$ cat src/rtl/cache_fill_ctrl.sv
`default_nettype none
// ============================================================================
// Module   : cache_fill_ctrl
// Purpose  : Hit/miss resolution, LRU maintenance and 8-word block fill
//            sequencing for a 64-set, 2-way cache.  Sits directly after the
//            metadata array: it sees both ways' metadata for the indexed set,
//            compares tags, rewrites metadata, and on a miss streams a block
//            from main memory into the data array.
// Ports    :
//   clk            clock, rising-edge
//   rst            asynchronous reset, active low
//   req            access request (held while stall=1)
//   req_addr[15:0] byte address: tag[15:10] index[9:4] offset[3:0]
//   meta0/meta1    {valid, lru, tag[5:0]} of way 0 / way 1 for indexed set
//   mem_data_valid a fill word is on the memory data bus
//   set_enable     one-hot set select for metadata/data arrays
//   meta_din       metadata write value
//   meta_write0/1  metadata write enables for way 0 / way 1
//   hit, hit_way   request hit this cycle and the way that hit
//   stall          requester must hold its request
//   mem_req        memory read issue strobe
//   mem_addr       word-aligned fill address
//   data_write     write current memory word into the data array
//   data_way       fill target way
//   word_sel       word index within the block for data_write
// Revision : 1.0 - initial release
// ============================================================================
module cache_fill_ctrl #(
  parameter int MEM_LAT = 4,
  parameter int WORDS   = 8
) (
  input  logic        clk,
  input  logic        rst,
  input  logic        req,
  input  logic [15:0] req_addr,
  input  logic [7:0]  meta0,
  input  logic [7:0]  meta1,
  input  logic        mem_data_valid,
  output logic [63:0] set_enable,
  output logic [7:0]  meta_din,
  output logic        meta_write0,
  output logic        meta_write1,
  output logic        hit,
  output logic        hit_way,
  output logic        stall,
  output logic        mem_req,
  output logic [15:0] mem_addr,
  output logic        data_write,
  output logic        data_way,
  output logic [2:0]  word_sel
);

  localparam logic [2:0] LAST_WORD = 3'(WORDS - 1);

  // Returns are counted, not timed, so any latency of at least one cycle
  // works; the latency value only documents the memory this was built for.
  if (MEM_LAT < 1) begin : g_lat_unsupported
  end

  typedef enum logic [1:0] {
    S_IDLE   = 2'd0,
    S_FILL   = 2'd1,
    S_UPDATE = 2'd2
  } state_t;

  state_t      state;
  state_t      state_nx;
  logic [2:0]  iss_cnt;
  logic [2:0]  rcv_cnt;
  logic        iss_done;
  logic        rcv_done;
  logic [5:0]  lat_tag;
  logic [5:0]  lat_idx;
  logic        victim;

  logic [5:0]  req_tag;
  logic [5:0]  req_idx;
  logic [5:0]  sel_idx;
  logic        match0;
  logic        match1;
  logic        any_match;
  logic        victim_pick;
  logic        unused_bits;

  assign req_tag   = req_addr[15:10];
  assign req_idx   = req_addr[9:4];
  assign match0    = meta0[7] & (meta0[5:0] == req_tag);
  assign match1    = meta1[7] & (meta1[5:0] == req_tag);
  assign any_match = match0 | match1;

  // Fill an invalid way first; otherwise follow the LRU bit held in way 0.
  assign victim_pick = !meta0[7] ? 1'b0 :
                       !meta1[7] ? 1'b1 : meta0[6];

  // During fill/update the arrays must stay on the missing set even if the
  // requester changes or drops its address.
  assign sel_idx    = (state == S_IDLE) ? req_idx : lat_idx;
  assign set_enable = 64'd1 << sel_idx;

  // Byte offset and way-1 LRU bit carry no information for this block.
  assign unused_bits = ^{req_addr[3:0], meta1[6]};

  always_ff @(posedge clk or negedge rst) begin
    if (!rst) begin
      state    <= S_IDLE;
      iss_cnt  <= 3'd0;
      rcv_cnt  <= 3'd0;
      iss_done <= 1'b0;
      rcv_done <= 1'b0;
      lat_tag  <= 6'd0;
      lat_idx  <= 6'd0;
      victim   <= 1'b0;
    end else begin
      state <= state_nx;
      case (state)
        S_IDLE: begin
          if (req && !any_match) begin
            lat_tag  <= req_tag;
            lat_idx  <= req_idx;
            victim   <= victim_pick;
            iss_cnt  <= 3'd0;
            rcv_cnt  <= 3'd0;
            iss_done <= 1'b0;
            rcv_done <= 1'b0;
          end
        end
        S_FILL: begin
          // Issue and receive run independently; each saturates via its
          // done flag instead of wrapping.
          if (!iss_done) begin
            if (iss_cnt == LAST_WORD) iss_done <= 1'b1;
            else                      iss_cnt  <= iss_cnt + 3'd1;
          end
          if (mem_data_valid && !rcv_done) begin
            if (rcv_cnt == LAST_WORD) rcv_done <= 1'b1;
            else                      rcv_cnt  <= rcv_cnt + 3'd1;
          end
        end
        default: ;
      endcase
    end
  end

  always_comb begin
    state_nx    = state;
    meta_din    = 8'd0;
    meta_write0 = 1'b0;
    meta_write1 = 1'b0;
    hit         = 1'b0;
    hit_way     = 1'b0;
    stall       = 1'b0;
    mem_req     = 1'b0;
    mem_addr    = 16'd0;
    data_write  = 1'b0;
    data_way    = 1'b0;
    word_sel    = 3'd0;

    case (state)
      S_IDLE: begin
        // Qualified by rst so every output is quiet while reset is held.
        if (req && rst) begin
          if (any_match) begin
            hit         = 1'b1;
            hit_way     = !match0;
            meta_write0 = 1'b1;
            // Only way 0 stores LRU: hitting way 0 makes way 1 the LRU.
            meta_din    = {meta0[7], !match0 ? 1'b0 : 1'b1, meta0[5:0]};
          end else begin
            stall    = 1'b1;
            state_nx = S_FILL;
          end
        end
      end
      S_FILL: begin
        stall    = 1'b1;
        data_way = victim;
        if (!iss_done) begin
          mem_req  = 1'b1;
          mem_addr = {lat_tag, lat_idx, iss_cnt, 1'b0};
        end
        if (mem_data_valid && !rcv_done) begin
          data_write = 1'b1;
          word_sel   = rcv_cnt;
          if (rcv_cnt == LAST_WORD) state_nx = S_UPDATE;
        end
      end
      S_UPDATE: begin
        stall       = 1'b1;
        meta_din    = {2'b10, lat_tag};
        meta_write0 = !victim;
        meta_write1 = victim;
        state_nx    = S_IDLE;
      end
      default: state_nx = S_IDLE;
    endcase
  end

endmodule
`default_nettype wire

$ cat config.mk
export PLATFORM = sky130hd
export DESIGN_NAME = cache_fill_ctrl
export DESIGN_NICKNAME = d
export VERILOG_FILES = /design/src/rtl/cache_fill_ctrl.sv
export SDC_FILE = /design/constraint.sdc
export NUM_CORES = 1
export LEC_CHECK = 0
export BUFFER_PORTS_ARGS = -buffer_cell sky130_fd_sc_hd__buf_2
export CAP_MARGIN = 20
export CELL_PAD_IN_SITES_DETAIL_PLACEMENT = 1
export CELL_PAD_IN_SITES_GLOBAL_PLACEMENT = 1
export CORE_ASPECT_RATIO = 1.1
export CORE_MARGIN = 2
export CORE_UTILIZATION = 27
export DETAILED_ROUTE_END_ITERATION = 12
export HOLD_SLACK_MARGIN = 0.05
export MAX_ROUTING_LAYER = met4
export PLACE_DENSITY = 0.81
export SETUP_SLACK_MARGIN = 0.3
export SLEW_MARGIN = 30
export SYNTH_ARGS = -nofsm -noshare
export SYNTH_HDL_FRONTEND = slang
export SYNTH_SLANG_ARGS = --single-unit
$ cat constraint.sdc
create_clock -name clk -period 1.8 [get_ports clk]
set_input_delay 0.09 -clock clk [delete_from_list [all_inputs] [get_ports clk]]
set_output_delay 0.09 -clock clk [all_outputs]
set_load 0.01 [all_outputs]
# ---- Yosys cells after proc, flatten, opt, wreduce, memory -nomap -nowiden
# Cells that the tools add are included.
dict set report word_totals {
  register_bits 23
}
dict set report op_classes {
  mux 46
  shift 1
  n_reduce_logical 16
  n_addsub 2
  n_bitwise 3
  n_eq_ne 14
}
# op n
set ops {}
lappend ops {{1-bit by 6-bit << shifter with 64-bit output, first input constant} 1}
lappend ops {{16-bit 2-to-1 mux} 2}
lappend ops {{1-bit 2-to-1 mux} 22}
lappend ops {{3-bit 2-to-1 mux} 7}
lappend ops {{8-bit 2-to-1 mux} 2}
lappend ops {{8-bit one-hot mux with 2 select lines} 1}
lappend ops {{4-bit AND reduction} 4}
lappend ops {{6-bit equality test} 2}
lappend ops {{2-bit != test, second input constant} 6}
lappend ops {{3-bit one-hot mux with 2 select lines} 2}
lappend ops {{2-bit 2-to-1 mux} 4}
lappend ops {{1-bit one-hot mux with 2 select lines} 4}
lappend ops {{3-bit by 1-bit adder with 3-bit output, second input constant} 2}
lappend ops {{3-bit equality test, second input constant} 2}
lappend ops {{6-bit 2-to-1 mux} 1}
lappend ops {{1-bit logical NOT} 4}
lappend ops {{2-bit by 1-bit != test with 1-bit output, second input constant} 2}
lappend ops {{2-bit one-hot mux with 2 select lines} 1}
lappend ops {{2-bit AND reduction} 2}
lappend ops {{1-bit logical AND} 3}
lappend ops {{1-bit AND} 2}
lappend ops {{2-bit by 1-bit equality test with 1-bit output, second input constant} 1}
lappend ops {{2-bit equality test, second input constant} 1}
lappend ops {{2-bit logical NOT} 1}
lappend ops {{other kinds (3)} 3}

# ---- Depth between registers and ports, before layout
# Gate-level depths: netlist (run 1).
dict set report logic_depth {
  ltp_word 7
  ltp_mapped 8
  depth_no_buf 7
}

# ---- Least setup slack after synthesis (run 1)
# OpenSTA, ideal clock, no wires.
dict set report synth_timing {
  path_type {register to output}
  from {register state[0]}
  to {output port set_enable[32]}
  arrival_ns 1.765
  path_stages_with_launch 8
  n_path_buf 2
  t_required_ns 1.710
  slack_ns -0.055
  cell_sequence {dfrtp_1 inv_1 ha_1 clkbuf_1 buf_2 a31oi_1 or2_2 nor2_1}
}
dict set report synth_via {
  elab_chain_len 3
}
# item line_no
set synth_rtl {}
lappend synth_rtl {{from (decl)} 66} ;# state_t state;
lappend synth_rtl {{from (signal assigned)} 114} ;# state <= state_nx;
lappend synth_rtl {{2-bit logical NOT} 97} ;# assign sel_idx = (state == S_IDLE) ? req_idx : lat_idx;
lappend synth_rtl {{6-bit 2-to-1 mux} 97}
lappend synth_rtl {{1-bit by 6-bit << shifter with 64-bit output} 98} ;# assign set_enable = 64'd1 << sel_idx;
lappend synth_rtl {{to (decl)} 39} ;# output logic [63:0] set_enable,
# Every way passes these cells.

# ---- Worst setup path in the final report (run 1)
dict set report layout_timing {
  from {register state[1]}
  to {output port set_enable[47]}
}
# The elaborated chain is that of the path after synthesis.

==> implementation parameters, run 1 <==
Parameter                              Value

STA
  Slew at the pin with the worst max-slew slack ... 0.508 ns
  Final number of max-transition violations ... 0
  Rel. slew slack ... about two thirds
  Clock period minus final worst setup slack ... 2.20 ns
  Worst-case setup margin in the final layout ... -0.396 ns
  Achievable Freq ... ~0.46 GHz
  Hold violation total from the final report ... 0
  Period Utilization, post-route ... 122%
  Final-report setup violation count ... ~120
  Tightest hold margin ... a little under 0.09 ns
  Worst clock skew ... a little over 0.004 ns
  RSZ-0062 raised after global routing ... yes

Worst setup path
  Element type at the critical path end ... output port
  Slowest-stage cell, CP ... sky130_fd_sc_hd__dfrtp_1
  Slowest stage delay, CP ... 0.42 ns
  Worst Path Arrival ... ~2.1 ns
  Worst setup path class ... reg2out
  CP top delay family ... buffers and inverters
  CP Data Required Time ... 1.71 ns
  Ordered list of cells on the worst path ... inv_2 > ha_4 > buf_6 > buf_16 > nor2_4 > a21oi_4 > or2_4 > nor2_2 > buf_2
  FF-to-FF Start ... state[1]$_DFFE_PN0P_
  Endpoint of the worst register-to-register path ... iss_cnt[0]$_DFFE_PN0P_
  Startpoint type of the worst setup path ... flop
  Worst r2r path cells ... 11
  Reg2reg setup slack ... -0.27 ns
  Largest fanout of any net on the critical path ... 8
  Buffering stage count on the worst path with inverters included ... 4
  Startpoint of the worst setup timing path ... state[1]$_DFFE_PN0P_

Drt
  Vias after detailed routing ... roughly 3.3k
  ANT nets after route ... 0
  Aggregate routed wire length ... about 15000 um
  DRT iter0 DRCs ... 82
  Router iterations before antenna repair ... 4
  Count of unresolved DRC violations after routing ... 0
  Average vias per placed instance ... approximately 5.4
  Average routed wire per standard cell ... 24.6 um

Global route
  First-pass GRT wire length ... roughly 20000 um
  Maximum number of pins on one net before global-route repair ... 16
  Initial antenna violation count ... 0
  Global route total overflow ... 0
  Total routing usage reported by global routing ... 28.3%
  Via count of the first global-routing pass ... 3597

Clocking
  Number of buffers on the longest clock path ... 2
  Clock transition at the register clock pins on the worst setup and hold paths after CTS ... 0.09 ns
  Source-to-sink clock delay at the later pin of the worst-skew pair ... slightly below 0.3 ns
  Number of sinks on the clock net ... 23
  Root Driver ... sky130_fd_sc_hd__clkbuf_8
  Clock tree from TritonCTS ... yes
  Num CTS Buffers ... 3
  H-Tree Depth ... 1

Logic synthesis
  Synthesized cell area ... between 2000 and 2500 um^2
  Synth warn ... 0
  Library cells used by synthesis ... 48
  Post-synthesis cell count ... between 300 and 400
  Top_reg_cell synth ... sky130_fd_sc_hd__dfrtp_1
  Proportion of synthesized flip-flops having asynchronous set or reset ... 100%
  EDFF count, synth ... 0
  Flop and latch count out of synthesis ... 23
  Synthesized area per cell ... approximately 7.4 um^2
  Share of the yosys chip area belonging to registers ... 24.8%
  Synthesized Nets ... about 360

Final layout
  Total inserted antenna cells ... 0
  Final core utilization ... about 66%
  Multi-input logic area ... ~2700 um^2
  Synth-to-layout area growth ... 137%
  Filler cells ... 874
  Final Instance Count excl. Fillers ... slightly above 600
  Fin nets ... approximately 550
  Share of layout cells above drive strength 1 ... ~77%
  Most frequent cells in the layout ... sky130_fd_sc_hd__buf_6 (97), sky130_fd_sc_hd__nor2_4 (57), sky130_fd_sc_hd__buf_2 (52)
  Most common library cell in the layout ignoring fill and taps ... sky130_fd_sc_hd__buf_6
  Final cell area excluding filler cells ... 5510 um^2
  Area occupied by registers ... roughly 580 um^2

Floorplan
  Floorplan die area ... 9360 um^2
  Count of boundary I/O pins ... between 100 and 150
  Area inside the core boundary ... between 8000 and 9000 um^2
  Initial core utilization ... 27.8%
  Horizontal extent of the die ... 92.4 um
  Site Rows ... 35
  Die Span Y ... a little over 100 um

Place
  Number of cells in the design after placement ... 560
  Final weighted congestion in routability-driven placement ... around 0.81
  Buffers added on ports ... 128
  Area after detailed placement ... roughly 3900 um^2
  Detailed placement HPWL ... slightly below 8000 um

Status
  Outcome ... complete, but fails checks
  Violated checks ... setup timing

Hold path
  Sink of the worst hold path ... lat_tag[0]$_DFFE_PN0P_
  Worst hold path cell count ... 2
  Hold Path Origin ... req_addr[10]
  Kind of path behind the tightest hold check ... in2reg

Power
  PwrDens ... about 1500 nW/um^2
  Largest voltage drop on the vdd net ... 645 uV
  Static Leakage ... ~2.3 nW

Run
  Max-capacitance violation count ... 0
==> worst max path at each step <==
stage,endpoint,slack (ns),cells past startpoint
floorplan,iss_cnt[0]$_DFFE_PN0P_,0.18,6
global placement,meta_din[4],0.07,7
detailed placement,rcv_cnt[2]$_DFFE_PN0P_,-0.02,7
CTS,set_enable[0],-0.23,9
global route,set_enable[38],-0.44,9
finish,set_enable[47],-0.40,9
==> layout make-up <==
class | count | area share, %
multi-input combinational | 259 | 49.4
timing repair buffer | 203 | 35.8
tap | 111 | 2.52
sequential | 23 | 10.4
inverter | 11 | 0.976
clock buffer | 4 | 0.817
==> metrics by stage <==
step	power (mW)	worst slack, ns	setup TNS, ns
after detailed placement	4.99	-0.0217	-0.0217
final	8.31	-0.396	-28.01
after floorplan	3.79	0.179	0
after CTS	6.78	-0.228	-13.36
after global routing	8.64	-0.438	-33.80
after global placement	4.81	0.0650	0
==> Yosys cell counts (3+ instances only) <==
master / instances / area [um^2]
sky130_fd_sc_hd__nand2_1: 13 / 48.8
sky130_fd_sc_hd__nor2_1: 79 / 297
sky130_fd_sc_hd__dfrtp_1: 23 / 576
sky130_fd_sc_hd__nor2b_1: 4 / 25.0
sky130_fd_sc_hd__or2_2: 17 / 106
sky130_fd_sc_hd__nor3b_1: 3 / 22.5
sky130_fd_sc_hd__ha_1: 9 / 113
sky130_fd_sc_hd__a31oi_1: 11 / 68.8
sky130_fd_sc_hd__buf_2: 4 / 20.0
sky130_fd_sc_hd__and3_1: 6 / 37.5
sky130_fd_sc_hd__and2_1: 19 / 119
sky130_fd_sc_hd__xor2_1: 6 / 52.6
sky130_fd_sc_hd__a21o_1: 3 / 22.5
sky130_fd_sc_hd__clkbuf_1: 12 / 45.0
sky130_fd_sc_hd__nand4_1: 5 / 31.3
sky130_fd_sc_hd__xnor2_1: 6 / 52.6
sky130_fd_sc_hd__a22o_1: 6 / 52.6
sky130_fd_sc_hd__inv_1: 11 / 41.3
sky130_fd_sc_hd__a21oi_1: 10 / 50.1
sky130_fd_sc_hd__mux2_2: 12 / 135
sky130_fd_sc_hd__o311ai_0: 6 / 52.6
sky130_fd_sc_hd__nor3_1: 12 / 60.1
==> where the power goes <==
part / internal [mW] / leakage (nW) / switching (mW)
combinational: 3.44 / 1.98 / 3.35
clock: 0.160 / 0.0228 / 0.199
sequential: 0.740 / 0.283 / 0.425
==> state kept, by name, summed over array words and instances, names as in the netlist <==
name and count:
iss_cnt 3, iss_done 1, rcv_cnt 3, victim 1
lat_idx 6, lat_tag 6, state 2, rcv_done 1
==> layer usage <==
metal  track usage [%]  routed length [um]  part of all wire [%]
met1              28.1                5260                    35
met3              2.90                 917                   6.1
met2              54.9                8210                    55
met4              14.0                 625                   4.2
met5                 -                   0                     0
==> worst register-to-register path, stage by stage (launching register included) <==
cell	delay, ns
sky130_fd_sc_hd__dfrtp_1	0.41
sky130_fd_sc_hd__inv_2	0.08
sky130_fd_sc_hd__ha_4	0.21
sky130_fd_sc_hd__buf_12	0.15
sky130_fd_sc_hd__buf_12	0.12
sky130_fd_sc_hd__buf_4	0.13
sky130_fd_sc_hd__buf_8	0.14
sky130_fd_sc_hd__nand2_4	0.06
sky130_fd_sc_hd__nor2_1	0.04
sky130_fd_sc_hd__a31oi_1	0.17
sky130_fd_sc_hd__o311ai_1	0.12
sky130_fd_sc_hd__or3_1	0.32
==> what timing repair did <==
| item | in CTS | in global routing |
|---|---|---|
| pin swaps | 41 | 31 |
| gates resized for setup | 105 | 112 |
| endpoints found under the setup margin | 119 | 121 |
| hold buffers | 1 | 0 |
| buffers inserted | 22 | 18 |
| endpoints found under the hold margin | 18 | 0 |
| cloned | 5 | 1 |
==> cells by family after synthesis <==
group / count (synthesis) / synth area share, %
fa+ha+maj: 9 / 4.85
mux: 13 / 6.25
simple gates: 172 / 36.9
other cells: 1 / 0.161
flops: 23 / 24.8
xor+xnor: 12 / 4.53
compound gates: 51 / 16.7
buf+inv: 31 / 5.87
Note: power is estimated with default switching activity, not from simulation.
==> run 2, diff against run 1 <==
Settings changed: BUFFER_PORTS_ARGS -buffer_cell sky130_fd_sc_hd__buf_2 to -buffer_cell sky130_fd_sc_hd__buf_4.
==> run 2 against run 1 <==
The run still ends with setup timing left. Clock skew shrank 0.0021 ns. Wire length shrank 23%. Utilization shrank 7.5 points. Setup slack gained 0.16 ns. Critical endpoint is now set_enable[62]. Highest routed layer unchanged.
==> implementation parameters, run 2 (same netlist as run 1, synthesis figures left out) <==
Parameter                              Value

Hold path
  Kind of path behind the tightest hold check ... in2reg
  Hold Path Origin ... req_addr[14]
  Worst hold path cell count ... 2
  Sink of the worst hold path ... lat_tag[4]$_DFFE_PN0P_

Final layout
  Final core utilization ... roughly three fifths
  Filler cells ... a little over 900
  Fin nets ... 524
  Top flop regs ... lat_idx x6, lat_tag x6
  Total inserted antenna cells ... 0
  Final Instance Count excl. Fillers ... about 600
  Most common library cell in the layout ignoring fill and taps ... sky130_fd_sc_hd__buf_4
  Share of layout cells above drive strength 1 ... a little under three quarters
  Synth-to-layout area growth ... 110%
  Most frequent cells in the layout ... sky130_fd_sc_hd__buf_4 (131), sky130_fd_sc_hd__nor2_4 (44), sky130_fd_sc_hd__buf_6 (43)

Worst setup path
  Reg2reg setup slack ... -0.04 ns
  Worst r2r path cells ... 10
  Largest fanout of any net on the critical path ... 12
  Worst Path Arrival ... between 1.5 and 2 ns
  FF-to-FF Start ... state[1]$_DFFE_PN0P_
  Worst setup path class ... reg2out
  Startpoint type of the worst setup path ... flop
  Element type at the critical path end ... output port
  Startpoint of the worst setup timing path ... state[1]$_DFFE_PN0P_
  Endpoint of the worst register-to-register path ... iss_cnt[0]$_DFFE_PN0P_
  CP Data Required Time ... between 1.5 and 2 ns

Global route
  Global route total overflow ... 0
  Total routing usage reported by global routing ... about a quarter
  First-pass GRT wire length ... 17200 um
  Maximum number of pins on one net before global-route repair ... 27
  Via count of the first global-routing pass ... about 3.2k
  Initial antenna violation count ... 0

STA
  Hold violation total from the final report ... 0
  Clock period minus final worst setup slack ... ~2 ns
  Final number of max-transition violations ... 0
  Final-report setup violation count ... 90
  Worst clock skew ... 0.00195 ns
  Achievable Freq ... ~0.49 GHz
  RSZ-0062 raised after global routing ... yes
  Period Utilization, post-route ... 113%
  Worst-case setup margin in the final layout ... -0.232 ns

Floorplan
  Count of boundary I/O pins ... between 100 and 150
  Area inside the core boundary ... roughly 8400 um^2
  Horizontal extent of the die ... ~92 um
  Die Span Y ... slightly above 100 um
  Site Rows ... 35
  Initial core utilization ... 27.8%
  Floorplan die area ... about 9400 um^2

Drt
  Vias after detailed routing ... around 3k
  ANT nets after route ... 0
  Router iterations before antenna repair ... 4
  Aggregate routed wire length ... ~12000 um
  Average vias per placed instance ... 5.20
  Count of unresolved DRC violations after routing ... 0
  Average routed wire per standard cell ... 19.6 um
  DRT iter0 DRCs ... 76

Clocking
  Clock tree from TritonCTS ... yes
  Source-to-sink clock delay at the later pin of the worst-skew pair ... 0.27 ns
  Num CTS Buffers ... 3
  Root Driver ... sky130_fd_sc_hd__clkbuf_8
  Clock transition at the register clock pins on the worst setup and hold paths after CTS ... roughly 0.090 ns
  Number of buffers on the longest clock path ... 2
  H-Tree Depth ... 1
  Number of sinks on the clock net ... 23

Place
  Buffers added on ports ... 128
  Detailed placement HPWL ... just under 8000 um
  Final weighted congestion in routability-driven placement ... about 0.79
  Number of cells in the design after placement ... 560

Status
  Violated checks ... setup timing
  Outcome ... complete, but fails checks

Run
  Max-capacitance violation count ... 0

Power
  Total design power ... 6.52 mW
  Largest voltage drop on the vdd net ... approximately 650 uV
  Static Leakage ... roughly 2.0 nW
  PwrDens ... approximately 1300 nW/um^2
## run 2: cell count changes in the layout (fill, tap and decap cells not counted), sizes merged
cell,delta
buf,-21
clkbuf,-1
## run 2: area by class of cell
| class | instances | area (um^2) | share of cell area (%) |
|---|---|---|---|
| well taps | 111 | 139 | 2.84 |
| inverters | 11 | 43.8 | 0.897 |
| multi-input cells | 259 | 2490 | 51.0 |
| flip-flops and latches | 23 | 576 | 11.8 |
| repair buffers | 181 | 1590 | 32.5 |
| clock buffers | 4 | 45.0 | 0.922 |
## run 2: repair_timing
item | CTS | global route
pin swaps | 20 | 10
hold buffers | 1 | 0
gates resized for setup | 61 | 34
buffers inserted | 11 | 10
endpoints found under the setup margin | 120 | 121
hold endpoints to repair | 23 | 0
gates cloned | 1 | 2
## run 2: worst max-delay path by stage
stage                                        end  slack (ns)  cells after the start
after floorplan           iss_cnt[0]$_DFFE_PN0P_        0.18                      6
after global placement               meta_din[4]        0.06                      7
after detailed placement  lat_tag[2]$_DFFE_PN0P_        0.02                      7
after CTS                         set_enable[62]       -0.20                      8
after global routing              set_enable[62]       -0.30                      8
final                             set_enable[62]       -0.23                      8
## run 2: through the flow
step	setup slack [ns]	hold slack [ns]	cell area, um^2	setup TNS (ns)
3_5_place_dp	0.0176	-0.0580	4210	0
5_1_grt	-0.304	0.0804	4880	-20.84
3_3_place_gp	0.0602	-0.0637	4210	0
2_1_floorplan	0.179	-0.206	3040	0
6_report	-0.232	0.0791	4880	-14.28
4_1_cts	-0.201	0.0795	4610	-13.37
## run 2: routing by layer
metal	share of wire (%)	GRT usage [%]	wire [um]	vias to the layer above
met5	0	-	0	-
met3	5.9	2.83	687	12
li1	-	-	-	1416
met4	1.2	4.13	142	0
met1	37	25.1	4300	1501
met2	56	46.4	6430	133
## run 2: critical path, stage by stage (launching register included)
cell and delay, ns:
sky130_fd_sc_hd__dfrtp_1 0.40, sky130_fd_sc_hd__inv_2 0.10, sky130_fd_sc_hd__ha_4 0.19, sky130_fd_sc_hd__buf_12 0.16, sky130_fd_sc_hd__and3_1 0.22, sky130_fd_sc_hd__a31oi_4 0.06
sky130_fd_sc_hd__or2_4 0.30, sky130_fd_sc_hd__nor2_4 0.12, sky130_fd_sc_hd__buf_4 0.12
## run 2: where the power goes
group	internal, mW	switching (mW)
clock	0.159	0.182
combinational	2.39	2.69
sequential	0.742	0.350
==> run 3, diff against run 2 <==
Settings changed: SKIP_LAST_GASP from default to 1.
==> run 3 against run 2 <==
The flow still finishes with violations (setup timing). Clock-buffer cell count is the same. Combinational power grew 4%. Utilization shrank 0.33 points. Via count is essentially flat. Clock skew grew 0.0075 ns. Wire length shrank 2.6%. Flip-flop and latch count is the same. Sequential share of layout area grew 0.067 points. Total power grew 2.8%. Clock power is essentially flat. Non-clock buffer count grew 9. Critical path type unchanged. Largest cell class unchanged. Largest power group unchanged.
==> implementation parameters, run 3 (same netlist as run 1, synthesis figures left out) <==
Parameter                              Value

Clocking
  Num CTS Buffers ... 3
  Clock transition at the register clock pins on the worst setup and hold paths after CTS ... around 0.090 ns
  H-Tree Depth ... 1
  Root Driver ... sky130_fd_sc_hd__clkbuf_8
  Clock tree from TritonCTS ... yes
  Number of buffers on the longest clock path ... 2
  Number of sinks on the clock net ... 23
  Source-to-sink clock delay at the later pin of the worst-skew pair ... about 0.27 ns

Power
  Total design power ... ~6.7 mW
  Largest voltage drop on the vdd net ... roughly 670 uV
  PwrDens ... approximately 1400 nW/um^2
  Static Leakage ... roughly 2.0 nW

STA
  Period Utilization, post-route ... 114%
  RSZ-0062 raised after global routing ... yes
  Clock period minus final worst setup slack ... just over 2 ns
  Hold violation total from the final report ... 0
  Achievable Freq ... 0.489 GHz
  Worst clock skew ... 0.00946 ns
  Final number of max-transition violations ... 0
  Final-report setup violation count ... 97
  Worst-case setup margin in the final layout ... -0.243 ns

Place
  Final weighted congestion in routability-driven placement ... slightly below 0.8
  Setup slack after placement ... about 0.018 ns
  Buffers added on ports ... ~130
  Area after detailed placement ... 4210 um^2
  Detailed placement HPWL ... just under 8000 um
  Number of cells in the design after placement ... 560

Worst setup path
  CP Data Required Time ... 1.71 ns
  Element type at the critical path end ... output port
  Startpoint of the worst setup timing path ... state[1]$_DFFE_PN0P_
  Startpoint type of the worst setup path ... flop
  Worst Path Arrival ... a little under 2 ns
  Largest fanout of any net on the critical path ... 12
  FF-to-FF Start ... state[1]$_DFFE_PN0P_
  Worst setup path class ... reg2out

Final layout
  Total inserted antenna cells ... 0
  Multi-input logic area ... 2480 um^2
  Share of layout cells above drive strength 1 ... 71.7%
  Final Instance Count excl. Fillers ... ~600
  Filler cells ... 947
  Most frequent cells in the layout ... sky130_fd_sc_hd__buf_4 (165), sky130_fd_sc_hd__nor2_4 (43), sky130_fd_sc_hd__nor2_2 (24)
  Final cell area excluding filler cells ... between 4000 and 5000 um^2
  Synth-to-layout area growth ... 109%
  Fin nets ... between 500 and 600
  Final core utilization ... 58.1%
  Area occupied by registers ... between 500 and 600 um^2
  Top flop regs ... lat_idx x6, lat_tag x6
  Most common library cell in the layout ignoring fill and taps ... sky130_fd_sc_hd__buf_4

Global route
  Maximum number of pins on one net before global-route repair ... 27
  Global route total overflow ... 0
  First-pass GRT wire length ... approximately 16000 um
  Total routing usage reported by global routing ... around 22%
  Initial antenna violation count ... 0
  Via count of the first global-routing pass ... approximately 3.2k

Floorplan
  Area inside the core boundary ... 8360 um^2
  Site Rows ... 35
  Count of boundary I/O pins ... ~140
  Floorplan die area ... just over 9000 um^2
  Initial core utilization ... between 20% and 30%
  Horizontal extent of the die ... between 90 and 100 um
  Die Span Y ... a little over 100 um

Drt
  DRT iter0 DRCs ... about 110
  ANT nets after route ... 0
  Router iterations before antenna repair ... 4
  Average vias per placed instance ... between 5 and 6
  Aggregate routed wire length ... between 10000 and 15000 um
  Average routed wire per standard cell ... ~19 um
  Vias after detailed routing ... approximately 3.1k
  Count of unresolved DRC violations after routing ... 0

Run
  Max-capacitance violation count ... 0

Hold path
  Kind of path behind the tightest hold check ... in2reg
  Hold Path Origin ... req_addr[4]

Status
  Violated checks ... setup timing
  Outcome ... complete, but fails checks
## run 3: layer usage
layer  GRT usage (%)  wire [um]  part of all wire, %  up-vias
met4            4.13        160                  1.4        0
met3            2.68        709                  6.3       11
met5               -          0                    0        -
li1                -          -                    -     1435
met2            43.9       6160                   55      134
met1            23.7       4230                   38     1484
## run 3: power breakdown
| part | switching (mW) | internal (mW) |
|---|---|---|
| Sequential | 0.352 | 0.742 |
| Clock | 0.184 | 0.159 |
| Combinational | 2.75 | 2.52 |
| Total | 3.29 | 3.42 |
## run 3: timing repair
item / in CTS / in global routing
hold endpoints to repair: 23 / 0
resized for setup: 36 / 32
gates cloned: 1 / 3
hold buffers: 1 / 0
buffers inserted: 11 / 18
pin swaps: 17 / 8
endpoints found under the setup margin: 120 / 121
## run 3: path summary, 6_finish.rpt
kind                                          endpoint  slack (ns)  depth (start not counted)
worst max-delay path                    set_enable[62]       -0.24                          8
worst min-delay path            lat_idx[0]$_DFFE_PN0P_        0.08                          2
worst max register to register  iss_cnt[0]$_DFFE_PN0P_       -0.18                         10
worst min register to register  lat_tag[0]$_DFFE_PN0P_        0.54                          1
max in group asynchronous       lat_idx[2]$_DFFE_PN0P_        0.85                          3
min in group asynchronous         state[0]$_DFFE_PN0P_        0.35                          2
## run 3: layout make-up
type / count / area share [%]
clock buffer: 4 / 0.928
inverter: 11 / 0.953
multi-input combinational: 259 / 51.1
sequential: 23 / 11.9
tap: 111 / 2.86
timing repair buffer: 190 / 32.3
## run 3: metrics by stage
stage | TNS, ns | hold slack, ns
final | -15.11 | 0.0771
after global routing | -22.31 | 0.0802
after global placement | 0 | -0.0637
after detailed placement | 0 | -0.0580
after floorplan | 0 | -0.206
after CTS | -13.55 | 0.0795
## run 3: critical path, cell delays in order, from the launching register on
cell	delay [ns]
sky130_fd_sc_hd__dfrtp_1	0.41
sky130_fd_sc_hd__inv_2	0.10
sky130_fd_sc_hd__ha_4	0.21
sky130_fd_sc_hd__buf_12	0.16
sky130_fd_sc_hd__and3_1	0.22
sky130_fd_sc_hd__a31oi_4	0.06
sky130_fd_sc_hd__or2_4	0.29
sky130_fd_sc_hd__nor2_4	0.11
sky130_fd_sc_hd__buf_4	0.12
